`src/rtl/mips_multicycle_ctrl.sv`:
```
// Multi-cycle MIPS control FSM with mem_ready wait states, bounded memory timeout and illegal-op flag.
// Optional jump support is built when MIPS_CTRL_JUMP_EN is defined.
module mips_multicycle_ctrl #(
  parameter int TMO_MAX = 16,
  parameter int TMO_W   = 5
) (
  input  logic       clk,
  input  logic       reset,
  input  logic [5:0] opcode,
  input  logic [5:0] funct,
  input  logic       zero,
  input  logic       mem_ready,
  output logic       iord,
  output logic       mem_write,
  output logic       ir_write,
  output logic       reg_dst,
  output logic       mem_to_reg,
  output logic       reg_write,
  output logic       alu_src_a,
  output logic [1:0] alu_src_b,
  output logic [2:0] alu_control,
  output logic [1:0] pc_src,
  output logic       pc_en,
  output logic       illegal_o,
  output logic       bus_err_o,
  output logic [3:0] dbg_state_o
);

  typedef enum logic [3:0] {
    S_FETCH   = 4'd0,
    S_DECODE  = 4'd1,
    S_MEMADR  = 4'd2,
    S_MEMRD   = 4'd3,
    S_MEMWB   = 4'd4,
    S_MEMWR   = 4'd5,
    S_RTYPEEX = 4'd6,
    S_RTYPEWB = 4'd7,
    S_BEQEX   = 4'd8,
    S_ADDIEX  = 4'd9,
    S_ADDIWB  = 4'd10,
    S_JEX     = 4'd11
  } state_t;

  state_t           state_q, state_d;
  logic [TMO_W-1:0] wait_q, wait_d;
  logic             bus_err_q, bus_err_d;
  logic             is_sw_q, is_sw_d;
  logic             wait_st, timeout;
  logic             rt_ok;
  logic [2:0]       rt_alu;
  logic             pc_write, branch;

  assign wait_st = (state_q == S_FETCH) || (state_q == S_MEMRD) || (state_q == S_MEMWR);

  // Timeout fires on the TMO_MAX-th consecutive wait cycle; a ready memory always wins.
  always_comb begin
    timeout = 1'b0;
    if (TMO_MAX != 0)
      timeout = wait_st && !mem_ready && (wait_q == TMO_W'(TMO_MAX - 1));
  end

  always_comb begin
    rt_ok  = 1'b1;
    rt_alu = 3'b010;
    case (funct)
      6'b100000: rt_alu = 3'b010;
      6'b100010: rt_alu = 3'b110;
      6'b100100: rt_alu = 3'b000;
      6'b100101: rt_alu = 3'b001;
      6'b101010: rt_alu = 3'b111;
      default:   rt_ok  = 1'b0;
    endcase
  end

  always_comb begin
    state_d = state_q;
    is_sw_d = is_sw_q;
    case (state_q)
      S_FETCH: begin
        if (mem_ready)    state_d = S_DECODE;
        else if (timeout) state_d = S_FETCH;
      end
      S_DECODE: begin
        case (opcode)
          6'b000000: state_d = S_RTYPEEX;
          6'b100011: begin state_d = S_MEMADR; is_sw_d = 1'b0; end
          6'b101011: begin state_d = S_MEMADR; is_sw_d = 1'b1; end
          6'b000100: state_d = S_BEQEX;
          6'b001000: state_d = S_ADDIEX;
`ifdef MIPS_CTRL_JUMP_EN
          6'b000010: state_d = S_JEX;
`endif
          default:   state_d = S_FETCH;
        endcase
      end
      S_MEMADR:  state_d = is_sw_q ? S_MEMWR : S_MEMRD;
      S_MEMRD: begin
        if (mem_ready)    state_d = S_MEMWB;
        else if (timeout) state_d = S_FETCH;
      end
      S_MEMWR: begin
        if (mem_ready || timeout) state_d = S_FETCH;
      end
      S_RTYPEEX: state_d = rt_ok ? S_RTYPEWB : S_FETCH;
      S_ADDIEX:  state_d = S_ADDIWB;
      default:   state_d = S_FETCH;
    endcase
  end

  // A FETCH timeout does not change state, so the counter must also clear on timeout itself.
  always_comb begin
    wait_d = wait_q;
    if ((state_d != state_q) || timeout)
      wait_d = '0;
    else if (wait_st && !mem_ready && (wait_q != '1))
      wait_d = wait_q + 1'b1;
  end

  assign bus_err_d = bus_err_q | timeout;

  always_ff @(posedge clk or negedge reset) begin
    if (!reset) begin
      state_q   <= S_FETCH;
      wait_q    <= '0;
      bus_err_q <= 1'b0;
      is_sw_q   <= 1'b0;
    end else begin
      state_q   <= state_d;
      wait_q    <= wait_d;
      bus_err_q <= bus_err_d;
      is_sw_q   <= is_sw_d;
    end
  end

  // Moore decode; gated by reset so in-flight enables drop as soon as reset asserts.
  always_comb begin
    iord        = 1'b0;
    mem_write   = 1'b0;
    ir_write    = 1'b0;
    reg_dst     = 1'b0;
    mem_to_reg  = 1'b0;
    reg_write   = 1'b0;
    alu_src_a   = 1'b0;
    alu_src_b   = 2'b00;
    alu_control = 3'b010;
    pc_src      = 2'b00;
    pc_write    = 1'b0;
    branch      = 1'b0;
    illegal_o   = 1'b0;
    if (reset) begin
      case (state_q)
        S_FETCH: begin
          alu_src_b = 2'b01;
          ir_write  = mem_ready;
          pc_write  = mem_ready;
        end
        S_DECODE: begin
          alu_src_b = 2'b11;
          case (opcode)
            6'b000000, 6'b100011, 6'b101011, 6'b000100, 6'b001000: illegal_o = 1'b0;
`ifdef MIPS_CTRL_JUMP_EN
            6'b000010: illegal_o = 1'b0;
`endif
            default: illegal_o = 1'b1;
          endcase
        end
        S_MEMADR: begin
          alu_src_a = 1'b1;
          alu_src_b = 2'b10;
        end
        S_MEMRD: iord = 1'b1;
        S_MEMWB: begin
          mem_to_reg = 1'b1;
          reg_write  = 1'b1;
        end
        S_MEMWR: begin
          iord      = 1'b1;
          mem_write = !timeout;
        end
        S_RTYPEEX: begin
          alu_src_a   = 1'b1;
          alu_control = rt_alu;
          illegal_o   = !rt_ok;
        end
        S_RTYPEWB: begin
          reg_dst   = 1'b1;
          reg_write = 1'b1;
        end
        S_BEQEX: begin
          alu_src_a   = 1'b1;
          alu_control = 3'b110;
          pc_src      = 2'b01;
          branch      = 1'b1;
        end
        S_ADDIEX: begin
          alu_src_a = 1'b1;
          alu_src_b = 2'b10;
        end
        S_ADDIWB: reg_write = 1'b1;
`ifdef MIPS_CTRL_JUMP_EN
        S_JEX: begin
          pc_src   = 2'b10;
          pc_write = 1'b1;
        end
`endif
        default: ;
      endcase
    end
  end

  assign pc_en       = pc_write | (branch & zero);
  assign bus_err_o   = bus_err_q;
  assign dbg_state_o = state_q;

endmodule

```
`config.mk`:
```
export PLATFORM = sky130hd
export DESIGN_NAME = mips_multicycle_ctrl
export DESIGN_NICKNAME = d
export VERILOG_FILES = /design/src/rtl/mips_multicycle_ctrl.sv
export SDC_FILE = /design/constraint.sdc
export NUM_CORES = 1
export LEC_CHECK = 0
export ABC_CLOCK_PERIOD_IN_PS = 4550
export BUFFER_PORTS_ARGS = -buffer_cell sky130_fd_sc_hd__buf_4
export CAP_MARGIN = 20
export CORE_MARGIN = 2
export CORE_UTILIZATION = 40
export CTS_BUF_LIST = sky130_fd_sc_hd__clkbuf_8 sky130_fd_sc_hd__clkbuf_16
export CTS_CLUSTER_SIZE = 12
export DETAILED_ROUTE_END_ITERATION = 8
export PLACE_DENSITY = 0.65
export SYNTH_ARGS = -nofsm -noshare
export SYNTH_HDL_FRONTEND = slang
export SYNTH_SLANG_ARGS = --single-unit
```
`constraint.sdc`:
```
create_clock -name clk -period 4.55 [get_ports clk]
set_input_delay 0.91 -clock clk [delete_from_list [all_inputs] [get_ports clk]]
set_output_delay 0.91 -clock clk [all_outputs]
set_load 0.03 [all_outputs]
```
-- Word level (Yosys, flattened, before mapping)
Index checks and enable logic that the tools add are counted.
- multiplexer cells: 38
- add/subtract/negate cells: 1
- equal/unequal tests: 22
- reductions and logical operators: 22
- bitwise operators: 3
- operators with widths (kind ; count):
    == test 6 bit, second input constant ; 7
    case mux 4 bit (7 select lines) ; 1
    2-to-1 mux 1 bit ; 21
    == test 4 x 3 -> 1 bit, second input constant ; 4
    2-to-1 mux 4 bit ; 4
    case mux 4 bit (4 select lines) ; 1
    == test 4 bit, second input constant ; 3
    case mux 3 bit (4 select lines) ; 1
    2-to-1 mux 5 bit ; 2
    OR reduction 5 bit ; 2
    2-to-1 mux 3 bit ; 3
    == test 4 x 2 -> 1 bit, second input constant ; 2
    == test 6 x 3 -> 1 bit, second input constant ; 1
    == test 6 x 4 -> 1 bit, second input constant ; 1
    logical NOT 6 bit ; 1
    case mux 2 bit (3 select lines) ; 1
    case mux 3 bit (2 select lines) ; 1
    OR reduction 2 bit ; 3
    adder 5 x 1 -> 5 bit, second input constant ; 1
    == test 5 x 4 -> 1 bit, second input constant ; 1
    inequality test 5 bit, second input constant ; 1
    == test 4 x 1 -> 1 bit, second input constant ; 1
    logical NOT 4 bit ; 1
    logical OR 1 bit ; 4
    11 further kinds ; 18
- logic and storage cells: 90
- register bits: 11
- bits of input ports: 16
- output and inout bits: 21

-- Longest topological paths before layout
Gate-level depths: netlist (run 1).
- depth after elaboration: 11
- depth in mapped cells: 9
- mapped depth without buffers: 9

-- Least setup slack after synthesis (run 1)
Ideal clock, no wire load.
- kind: register to output
- from: register state_q[1], in the netlist dbg_state_o[1]
- to: output port alu_src_b[1]
- cell stages (with the launch flop): 7
- buffers on the path: 2
- path slack: 1.390 ns
- arrival time: 2.250 ns
- required time: 3.640 ns
- path through: dfrtp_1 -> buf_2 -> clkbuf_1 -> inv_1 -> nor3_1 -> a21oi_1 -> nor3b_1
- longest elaborated chain between the ends: 4
- elaborated cells on any way between the ends: 7
- those cells by class: eq/ne: 3; mux: 2; reduce/logical: 2
- ends and longest elaborated chain (item ; line ; RTL):
    start: declaration ; 44 ; state_t state_q, state_d;
    start signal: assignment ; 128 ; state_q <= state_d;
    == test 4 bit / == test 4 x 2 -> 1 bit (equally long branches) ; 151 ; case (state_q)
    OR reduction 2 bit (no source line) ; - ;
    case mux 2 bit (3 select lines) (*) ; 151 ;
    2-to-1 mux 2 bit (*) ; 150 ; if (reset) begin
    end: declaration ; 20 ; output logic [1:0] alu_src_b,
Mark *: on every way between the ends. The rest lies on a longest branch, timed or not.

-- Worst setup path after layout (run 1)
- from: input port opcode[0]
- to: output port illegal_o
- longest elaborated chain between the ends: 5
- elaborated cells on any way between the ends: 9
- those cells by class: eq/ne: 4; mux: 3; reduce/logical: 2
- ends and longest elaborated chain (item ; line ; RTL):
    start: declaration ; 9 ; input logic [5:0] opcode,
    == test 6 bit (tied with other cells) ; 159 ; case (opcode)
    OR reduction 5 bit (*) ; 159 ;
    2-to-1 mux 1 bit (*) ; 159 ;
    case mux 1 bit (2 select lines) (*) ; 151 ;
    2-to-1 mux 1 bit (*) ; 150 ;
    end: declaration ; 24 ; output logic illegal_o,
Marked as above.

==> flow_summary_export.csv, run 1 <==
group,metric,value,unit
placement,gp_congestion,0.789,
drt,post-route-drc-count,0,
die,die_h,57.1,µm
worst_setup_path,arrival,2.31,ns
worst_setup_path,r2r_end,"wait_q[4]$_DFFE_PN0P_",
synth,yosysSeqAreaShare,24.4,%
power_and_ir_drop,p_per_area,449,nW/µm²
synth,netlist_area,1130,µm²
worst_setup_path,crit_fanout,4,
placement,dpl.cell_count,192,
cells_and_area,final_nets,185,
power_and_ir_drop,internal_power,0.000334,W
synth,synth-edff-count,0,
synth,yosys.area.top_type,"dfrtp_1",
grt,grt_max_degree,23,
sta,max_slew_margin,52.0,%
synth,synthArstFlopShare,100,%
drt,drt-total-wl,2.69,mm
cells_and_area,antenna_cells,0,
synth,ys_ff_latch,11,
drt,num_vias,1090,
worst_setup_path,worst_setup_path_end_kind,"primary output",
synth,syn_avg_cell_area,8.23,µm²
grt,grt_remaining_overflow,0,
worst_setup_path,worstSetupPathType,"in -> out",
drt,ant_nets,0,
synth,synth_top_area_share,24.4,%
sta,fmaxAchievable,310,MHz
power_and_ir_drop,ir_worst_vdd,0.316,mV
drt,via_per_inst,5.56,
sta,drv_slew,0,
drt,drt_iter0_markers,19,
sta,layout_min_cycle_time,3.22,ns
sta,setup_viol,0,
cts,cts_hold_buffers,0,
die,start_util,41.6,%
placement,hpwl,2.04,mm
synth,synth_area_leaders,"dfrtp_1 (24%), nor3_1 (5.8%), nor2_1 (4.0%)",
hold_path,hold_path_depth,1,
cells_and_area,area_growth,25.9,%
cts,post_cts_buffers,0,
sta,tightest_slew,0.721,ns
synth,synth_top_flop_cell,"dfrtp_1",
cts,cts_sinks,11,
cells_and_area,final_area,1420,µm²
synth,syn_inst,137,
placement,port_buffers,35,
placement,place_area,1370,µm²
power_and_ir_drop,p_leak,0.640,nW
outcome,status,"finished clean",
synth,yosysWarnings,0,
power_and_ir_drop,seqPwrFrac,29.0,%
cts,cts_buffer_depth,2,
power_and_ir_drop,clkPwrFrac,15.2,%
worst_setup_path,required,3.64,ns
sta,hold_viol,0,
sta,finalSetupTns,0,ns
sta,skew,0.00116,ns
power_and_ir_drop,combPwrFrac,55.8,%
cts,cts_tree,"built",
worst_setup_path,cp-start-kind,"input port",
hold_path,hp-class,"reg -> reg",
die,fp-row-count,19,
worst_setup_path,r2r_slack,2.12,ns
cts,clock_latency,0.24,ns
drt,avgRoutedWirePerCell,13.7,µm
synth,yosys.cell_count.top_type,"nor3_1",
power_and_ir_drop,power,0.000636,W
power_and_ir_drop,p_sw_share,47.5,%
grt,grt_pass1_vias,1060,
cts,clkTransAtPathRegs,0.05,ns
sta,worst_slack,1.33,ns
synth,netlist-cell-type-count,47,
worst_setup_path,ff2ff_path_depth,9,
synth,synth_common_cells,"nor3_1 (13), nor2_1 (12), dfrtp_1 (11)",
sta,period_share,70.9,%
die,io_pins,37,
cts,htree_levels,1,
flow_run,maxCapViolCount,0,
cts,cts_buffers,3,
grt,antenna_found_initial,0,
die,dieArea,3260,µm²
grt,track_usage,17.7,%
cts,cts_resized,0,
synth,mappedNetlistNets,156,
sta,rsz0062_at_grt,"false",
grt,grt_pass1_wl,4.55,mm
hold_path,hold_path_end,"bus_err_o$_DFF_PN0_",
cts,cts_root_buf,"clkbuf_8",
cells_and_area,layout.cells.non_filler,196,
cells_and_area,drive_gt1_share,30.9,%
power_and_ir_drop,power_switching,0.000302,W
worst_setup_path,rr_startpoint,"wait_q[0]$_DFFE_PN0P_",
hold_path,hp-start,"bus_err_o$_DFF_PN0_",
drt,first_pass_iters,4,
placement,pre_cts_ws,1.35,ns
die,core_area,2710,µm²
die,die_w,57.1,µm
-- how the worst max path moves through the flow --
stage	start	to	slack [ns]	cells after the start
after detailed placement	opcode[0]	illegal_o	1.35	5
after floorplan	dbg_state_o[1]$_DFF_PN0_	alu_src_b[1]	1.39	6
after global routing	opcode[0]	illegal_o	1.24	5
after CTS	opcode[0]	illegal_o	1.33	5
after global placement	opcode[0]	illegal_o	1.37	5
final	opcode[0]	illegal_o	1.33	5
-- layout make-up --
type,instances,area [µm²]
fill,254,1290
multi-input combinational,112,786
sequential,11,275
timing repair buffer,35,263
clock buffer,3,41.3
tap,31,38.8
inverter,3,11.3
clock inverter,1,3.75
-- power groups by stage --
stage	registers, W	clock network, W	logic (W)
CTS	0.000185	0.0000998	0.000360
finish	0.000185	0.0000965	0.000355
global route	0.000192	0.000103	0.000391
detailed placement	0.000186	0	0.000358
global placement	0.000184	0	0.000350
floorplan	0.000155	0	0.000293
-- flip-flops by register name, indices dropped and copies added (netlist names) --
register     cells
bus_err_o        1
dbg_state_o      4
wait_q           5
is_sw_q          1
-- worst max-delay path, stage by stage --
cell	delay, ns
buf_4	0.12
or4_4	0.53
a211oi_1	0.38
o32ai_1	0.18
buf_4	0.19
-- logic make-up (layout without fill, tap and decap cells) --
group / count (synthesis) / count (layout) / synth area share [%]
AND/OR/NAND/NOR: 74 / 74 / 42.0
AO/OA/AOI/OAI: 23 / 23 / 14.8
buffers and inverters: 14 / 42 / 5.88
flip-flops: 11 / 11 / 24.4
XOR/XNOR: 7 / 7 / 5.44
multiplexers: 4 / 4 / 3.88
adder cells (fa/ha/maj): 3 / 3 / 3.33
other: 1 / 1 / 0.333
-- per-layer routing --
layer  vias to the layer above  track usage (%)  share of wire [%]  wire length [µm]
li1                        556                -                  -                 -
met3                         5             3.63                5.0               134
met4                         0             7.64                1.7                45
met5                         -                0                  0                 0
met1                       505             20.9                 44              1180
met2                        24             30.9                 49              1330
-- stage by stage --
step | hold slack [ns] | utilization, %
final | 0.461 | 52.4
after global placement | 0.453 | 50.7
after detailed placement | 0.456 | 50.7
after floorplan | 0.503 | -
after CTS | 0.467 | 52.4
after global routing | 0.479 | 52.4
-- layout by cell type (no fill, tap or decap), types with 3 or more instances in the layout --
cell type  Yosys  final
inv_1          3      4
nor4b_1        4      4
nand2_1        8      8
ha_1           3      3
and3b_1        3      3
nand2b_1       4      4
nand3_1        6      6
nor2b_1        4      4
a21oi_1        6      6
dfrtp_1       11     11
nor3b_1        4      4
clkbuf_8       0      3
nor3_1        13     13
buf_4          3     35
xor2_1         5      5
and3_1         3      3
nor2_1        12     12
o21ai_0        4      4
Note: power is estimated with default switching activity, not from simulation.
==> run 2, diff against run 1 <==
ABC_CLOCK_PERIOD_IN_PS = 2800   (was 4550)
PLACE_DENSITY = 0.67   (was 0.65)
clock period = 2.8 ns   (was 4.55 ns; I/O delays follow)
==> run 2 against run 1 <==
  * Final area rose by 1.9%
  * Clock skew barely moved
  * Critical path depth did not move
  * Non-clock buffer count rose by 3
  * Wire length rose by 4.5%
  * Count of clock-buffer cells in the layout did not move
  * Sequential share of layout area fell by 0.37 points
  * Worst hold slack got worse by 0.29 ns
  * Flip-flop and latch count did not move
  * Combinational power rose by 78%
  * Critical path type is now reg -> out
  * Critical endpoint is now alu_src_b[1]
  * Largest cell class unchanged
  * Largest power group unchanged
==> flow_summary_export.csv, run 2 (synthesized netlist as in run 1, its figures left out) <==
group,metric,value,unit
outcome,status,"finished clean",
grt,grt_pass1_vias,1081,
sta,skew,0.00119,ns
placement,port_buffers,35,
drt,drt_iter0_markers,29,
sta,tightest_slew,0.687,ns
drt,via_per_inst,5.70,
placement,hpwl,2.16,mm
power_and_ir_drop,p_per_area,732,nW/µm²
die,die_w,57.1,µm
power_and_ir_drop,internal_power,0.000558,W
drt,avgRoutedWirePerCell,14.1,µm
sta,max_slew_margin,54.2,%
sta,drv_slew,0,
cts,cts_root_buf,"clkbuf_8",
cells_and_area,drive_gt1_share,32.7,%
cts,post_cts_buffers,0,
worst_setup_path,worstSetupPathType,"reg -> out",
grt,antenna_found_initial,0,
power_and_ir_drop,combPwrFrac,59.6,%
cts,cts_hold_buffers,0,
power_and_ir_drop,clkPwrFrac,15.1,%
cells_and_area,seqCellArea,275,µm²
worst_setup_path,worst_setup_path_end_kind,"primary output",
power_and_ir_drop,p_sw_share,47.3,%
die,fp-row-count,19,
cells_and_area,antenna_cells,0,
power_and_ir_drop,power_switching,0.000501,W
power_and_ir_drop,p_leak,0.658,nW
grt,track_usage,18.5,%
sta,rsz0062_at_grt,"false",
cts,cts_resized,0,
cells_and_area,nFillCells,265,
drt,num_vias,1134,
cells_and_area,final_cell_mix,"buf_4 (38), nor3_1 (13), nor2_1 (12), dfrtp_1 (11), nand2_1 (8)",
worst_setup_path,cp-start-kind,"flop",
drt,ant_nets,0,
cts,cts_tree,"built",
cells_and_area,layout.cells.non_filler,199,
grt,met2_usage,34.5,%
cells_and_area,area_growth,28.3,%
sta,finalSetupTns,0,ns
drt,first_pass_iters,4,
cts,clkTransAtPathRegs,0.05,ns
flow_run,maxCapViolCount,0,
drt,post-route-drc-count,0,
grt,grt.met3_usage,2.27,%
grt,grt_util_met1,21.0,%
placement,dpl.cell_count,195,
power_and_ir_drop,seqPwrFrac,25.2,%
placement,gp_congestion,0.822,
cells_and_area,final_nets,188,
die,io_pins,37,
worst_setup_path,arrival,2.00,ns
cells_and_area,final_common_cell,"buf_4",
power_and_ir_drop,ir_worst_vdd,0.483,mV
sta,hold_viol,0,
grt,grt_max_degree,23,
cts,cts_sinks,11,
grt,grt_pass1_wl,4.79,mm
cts,cts_buffers,3,
worst_setup_path,crit_fanout,22,
hold_path,hp-class,"in -> async",
grt,grt.busiest_layer,"met2",
cells_and_area,regMostFlops,"wait_q",
drt,drt-total-wl,2.81,mm
sta,fmaxAchievable,390,MHz
die,start_util,41.6,%
cells_and_area,largest_reg_flops,5,
die,dieArea,3260,µm²
cts,clock_latency,0.24,ns
grt,grt_remaining_overflow,0,
sta,layout_min_cycle_time,2.56,ns
power_and_ir_drop,power,0.00106,W
die,die_h,57.1,µm
sta,period_share,91.5,%
die,core_area,2710,µm²
cts,htree_levels,1,
cts,cts_buffer_depth,2,
sta,setup_viol,0,
cells_and_area,multiInputGateArea,791,µm²
worst_setup_path,required,2.24,ns
[run 2: cell count changes in the layout (fill, tap and decap cells not counted), sizes merged]
cell | previous run | this run
buf | 35 | 38
[run 2: cell type report]
type / count / area share [%]
Tap cell: 31 / 2.68
Clock buffer: 3 / 2.85
Multi-Input combinational cell: 112 / 54.7
Sequential cell: 11 / 19.0
Inverter: 3 / 0.779
Timing Repair Buffer: 38 / 19.7
Clock inverter: 1 / 0.260
[run 2: final timing paths]
check	start	endpoint	slack (ns)	cells after the start
min reg2reg	bus_err_o$_DFF_PN0_	bus_err_o$_DFF_PN0_	0.46	1
min in group clk	bus_err_o$_DFF_PN0_	bus_err_o$_DFF_PN0_	0.46	1
max in group asynchronous	reset	wait_q[2]$_DFFE_PN0P_	2.44	1
max reg2reg	wait_q[0]$_DFFE_PN0P_	wait_q[4]$_DFFE_PN0P_	0.42	9
max	dbg_state_o[1]$_DFF_PN0_	alu_src_b[1]	0.24	5
min	reset	dbg_state_o[1]$_DFF_PN0_	0.17	1
[run 2: power groups by stage]
stage / registers (W) / logic, W / clock network (W)
floorplan: 0.000252 / 0.000479 / 0
global placement: 0.000267 / 0.000621 / 0
detailed placement: 0.000269 / 0.000637 / 0
CTS: 0.000266 / 0.000641 / 0.000166
global route: 0.000277 / 0.000699 / 0.000171
finish: 0.000267 / 0.000631 / 0.000160
[run 2: worst max-delay path, cell delays in order, from the launching register on]
cell and delay [ns]:
dfrtp_1 0.78, inv_1 0.25, nor3_1 0.29, a21oi_1 0.09, nor3b_2 0.16, buf_4 0.18
[run 2: per-stage QoR]
step	hold slack, ns	util, %	setup WS (ns)	area [µm²]
finish	0.170	53.4	0.239	1450
global route	0.183	53.4	0.00760	1450
CTS	0.171	53.4	0.261	1450
detailed placement	0.435	51.7	0.301	1400
global placement	0.433	51.7	0.317	1400
floorplan	0.264	-	0.209	1130
[run 2: layer usage]
metal	up-vias	wire length, µm
li1	563	-
met1	541	1170
met2	25	1440
met3	5	145
met4	0	48
met5	-	0
==> run 3, diff against run 2 <==
ABC_CLOCK_PERIOD_IN_PS = 2900   (was 2800)
PLACE_DENSITY = 0.65   (was 0.67)
clock period = 2.9 ns   (was 2.8 ns; I/O delays follow)
==> run 3 against run 2 <==
  * Largest cell class unchanged
  * Clock skew is 0.0039 ns higher
  * Power is 3.1% lower
  * Count of clock-buffer cells in the layout stayed put
  * Worst hold slack better by 0.024 ns
  * Flip-flop and latch count stayed put
  * Highest routed layer unchanged
  * Critical path depth stayed put
  * Sequential power is 6% lower
  * Register-to-register slack better by 0.04 ns
==> flow_summary_export.csv, run 3 (synthesized netlist as in run 1, its figures left out) <==
group,metric,value,unit
die,io_pins,37,
worst_setup_path,worstSetupPathType,"in -> out",
power_and_ir_drop,internal_power,0.000544,W
hold_path,hp-class,"in -> async",
sta,layout_min_cycle_time,2.56,ns
worst_setup_path,crit_path_cell_trace,"buf_4, or4_4, a211oi_1, o32ai_1, buf_4",
worst_setup_path,crit_fanout,4,
grt,track_usage,17.9,%
cts,cts_sinks,11,
drt,highest_layer,"met4",
sta,hold_viol,0,
grt,antenna_found_initial,0,
sta,rsz0062_at_grt,"false",
cells_and_area,drive_gt1_share,32.5,%
placement,gp_congestion,0.847,
die,dieArea,3260,µm²
sta,period_share,88.4,%
drt,post-route-drc-count,0,
cts,post_cts_buffers,0,
drt,avgRoutedWirePerCell,14.0,µm
placement,hpwl,2.20,mm
drt,drt_iter0_markers,19,
power_and_ir_drop,ir_worst_vdd,0.439,mV
cts,cts_resized,0,
drt,drt-met1-wl,1.18,mm
worst_setup_path,r2r_end,"wait_q[4]$_DFFE_PN0P_",
die,start_util,41.6,%
worst_setup_path,required,2.32,ns
cts,clock_latency,0.24,ns
placement,dpl.cell_count,196,
cts,cts_buffer_depth,2,
cells_and_area,regMostFlops,"wait_q",
sta,skew,0.00512,ns
power_and_ir_drop,combPwrFrac,60.6,%
worst_setup_path,arrival,1.98,ns
cts,cts_root_buf,"clkbuf_8",
power_and_ir_drop,p_sw_share,47.0,%
worst_setup_path,rr_startpoint,"wait_q[0]$_DFFE_PN0P_",
sta,max_slew_margin,64.4,%
power_and_ir_drop,seqPwrFrac,24.5,%
cells_and_area,layout.cells.non_filler,200,
flow_run,maxCapViolCount,0,
die,core_area,2710,µm²
sta,tightest_slew,0.533,ns
cells_and_area,area_growth,28.5,%
worst_setup_path,worst_setup_path_end_kind,"primary output",
die,fp-row-count,19,
placement,pre_cts_ws,0.366,ns
drt,drt-total-wl,2.80,mm
power_and_ir_drop,power,0.00103,W
grt,grt_pass1_vias,1118,
drt,via_per_inst,5.68,
worst_setup_path,cp_common_cell,"buf_4",
drt,num_vias,1136,
worst_setup_path,ff2ff_path_depth,9,
power_and_ir_drop,p_per_area,708,nW/µm²
sta,worst_slack,0.337,ns
power_and_ir_drop,power_switching,0.000483,W
power_and_ir_drop,clkPwrFrac,14.9,%
power_and_ir_drop,p_leak,0.661,nW
cells_and_area,final_nets,189,
die,die_w,57.1,µm
worst_setup_path,r2r_slack,0.46,ns
drt,wl_met2,1.47,mm
worst_setup_path,cp-start-kind,"input port",
sta,drv_slew,0,
cts,clkTransAtPathRegs,0.05,ns
drt,wl_met3,126,µm
sta,hold_slack,0.194,ns
worst_setup_path,cp_slowest_cell,"or4_4",
grt,grt_max_degree,21,
sta,finalSetupTns,0,ns
cells_and_area,final_common_cell,"buf_4",
cts,cts_buffers,3,
outcome,status,"finished clean",
worst_setup_path,max_stage_delay,0.53,ns
drt,first_pass_iters,4,
cells_and_area,largest_reg_flops,5,
cts,htree_levels,1,
placement,port_buffers,35,
cells_and_area,antenna_cells,0,
drt,ant_nets,0,
grt,grt_pass1_wl,4.68,mm
die,die_h,57.1,µm
sta,fmaxAchievable,390,MHz
grt,grt_remaining_overflow,0,
cts,cts_hold_buffers,0,
cts,cts_tree,"built",
sta,setup_viol,0,
cells_and_area,final_cell_mix,"buf_4 (39), nor3_1 (13), nor2_1 (12), dfrtp_1 (11), nand2_1 (8)",
run 3: final cells by class:
cell class,count,area [µm²]
clock buffers,3,41.3
clock inverters,1,3.75
fillers,265,1260
inverters,3,11.3
multi-input cells,112,786
flip-flops and latches,11,275
well taps,31,38.8
repair buffers,39,293
run 3: power by group through the flow:
stage               Sequential [W]  Combinational, W  Clock, W
floorplan                 0.000243          0.000459         0
global placement          0.000252          0.000613         0
detailed placement        0.000255          0.000626         0
CTS                       0.000252          0.000628  0.000159
global route              0.000261          0.000682  0.000165
finish                    0.000252          0.000622  0.000153
run 3: how the worst max path moves through the flow:
stage,slack (ns),from,to,depth (start not counted)
after detailed placement,0.37,opcode[0],illegal_o,5
after global routing,0.17,dbg_state_o[1]$_DFF_PN0_,alu_src_b[1],5
after CTS,0.35,opcode[0],illegal_o,5
final,0.34,opcode[0],illegal_o,5
after global placement,0.38,opcode[0],illegal_o,5
after floorplan,0.07,dbg_state_o[1]$_DFF_PN0_,alu_src_b[1],6
run 3: worst max-delay path, delay by kind of cell:
| kind | cells | cell delay, ns |
|---|---|---|
| AO/OA/AOI/OAI | 2 | 0.56 |
| buffers and inverters | 2 | 0.31 |
| AND/OR/NAND/NOR | 1 | 0.53 |
run 3: per-stage QoR:
step	utilization (%)	area, µm²
5_1_grt	53.5	1450
6_report	53.5	1450
3_3_place_gp	51.8	1400
4_1_cts	53.5	1450
2_1_floorplan	-	1130
3_5_place_dp	51.8	1400
run 3: routing by layer:
metal / vias up / GRT usage [%]
met5: - / 0
met1: 540 / 19.4
met2: 27 / 34.2
li1: 565 / -
met4: 0 / 7.31
met3: 4 / 2.72
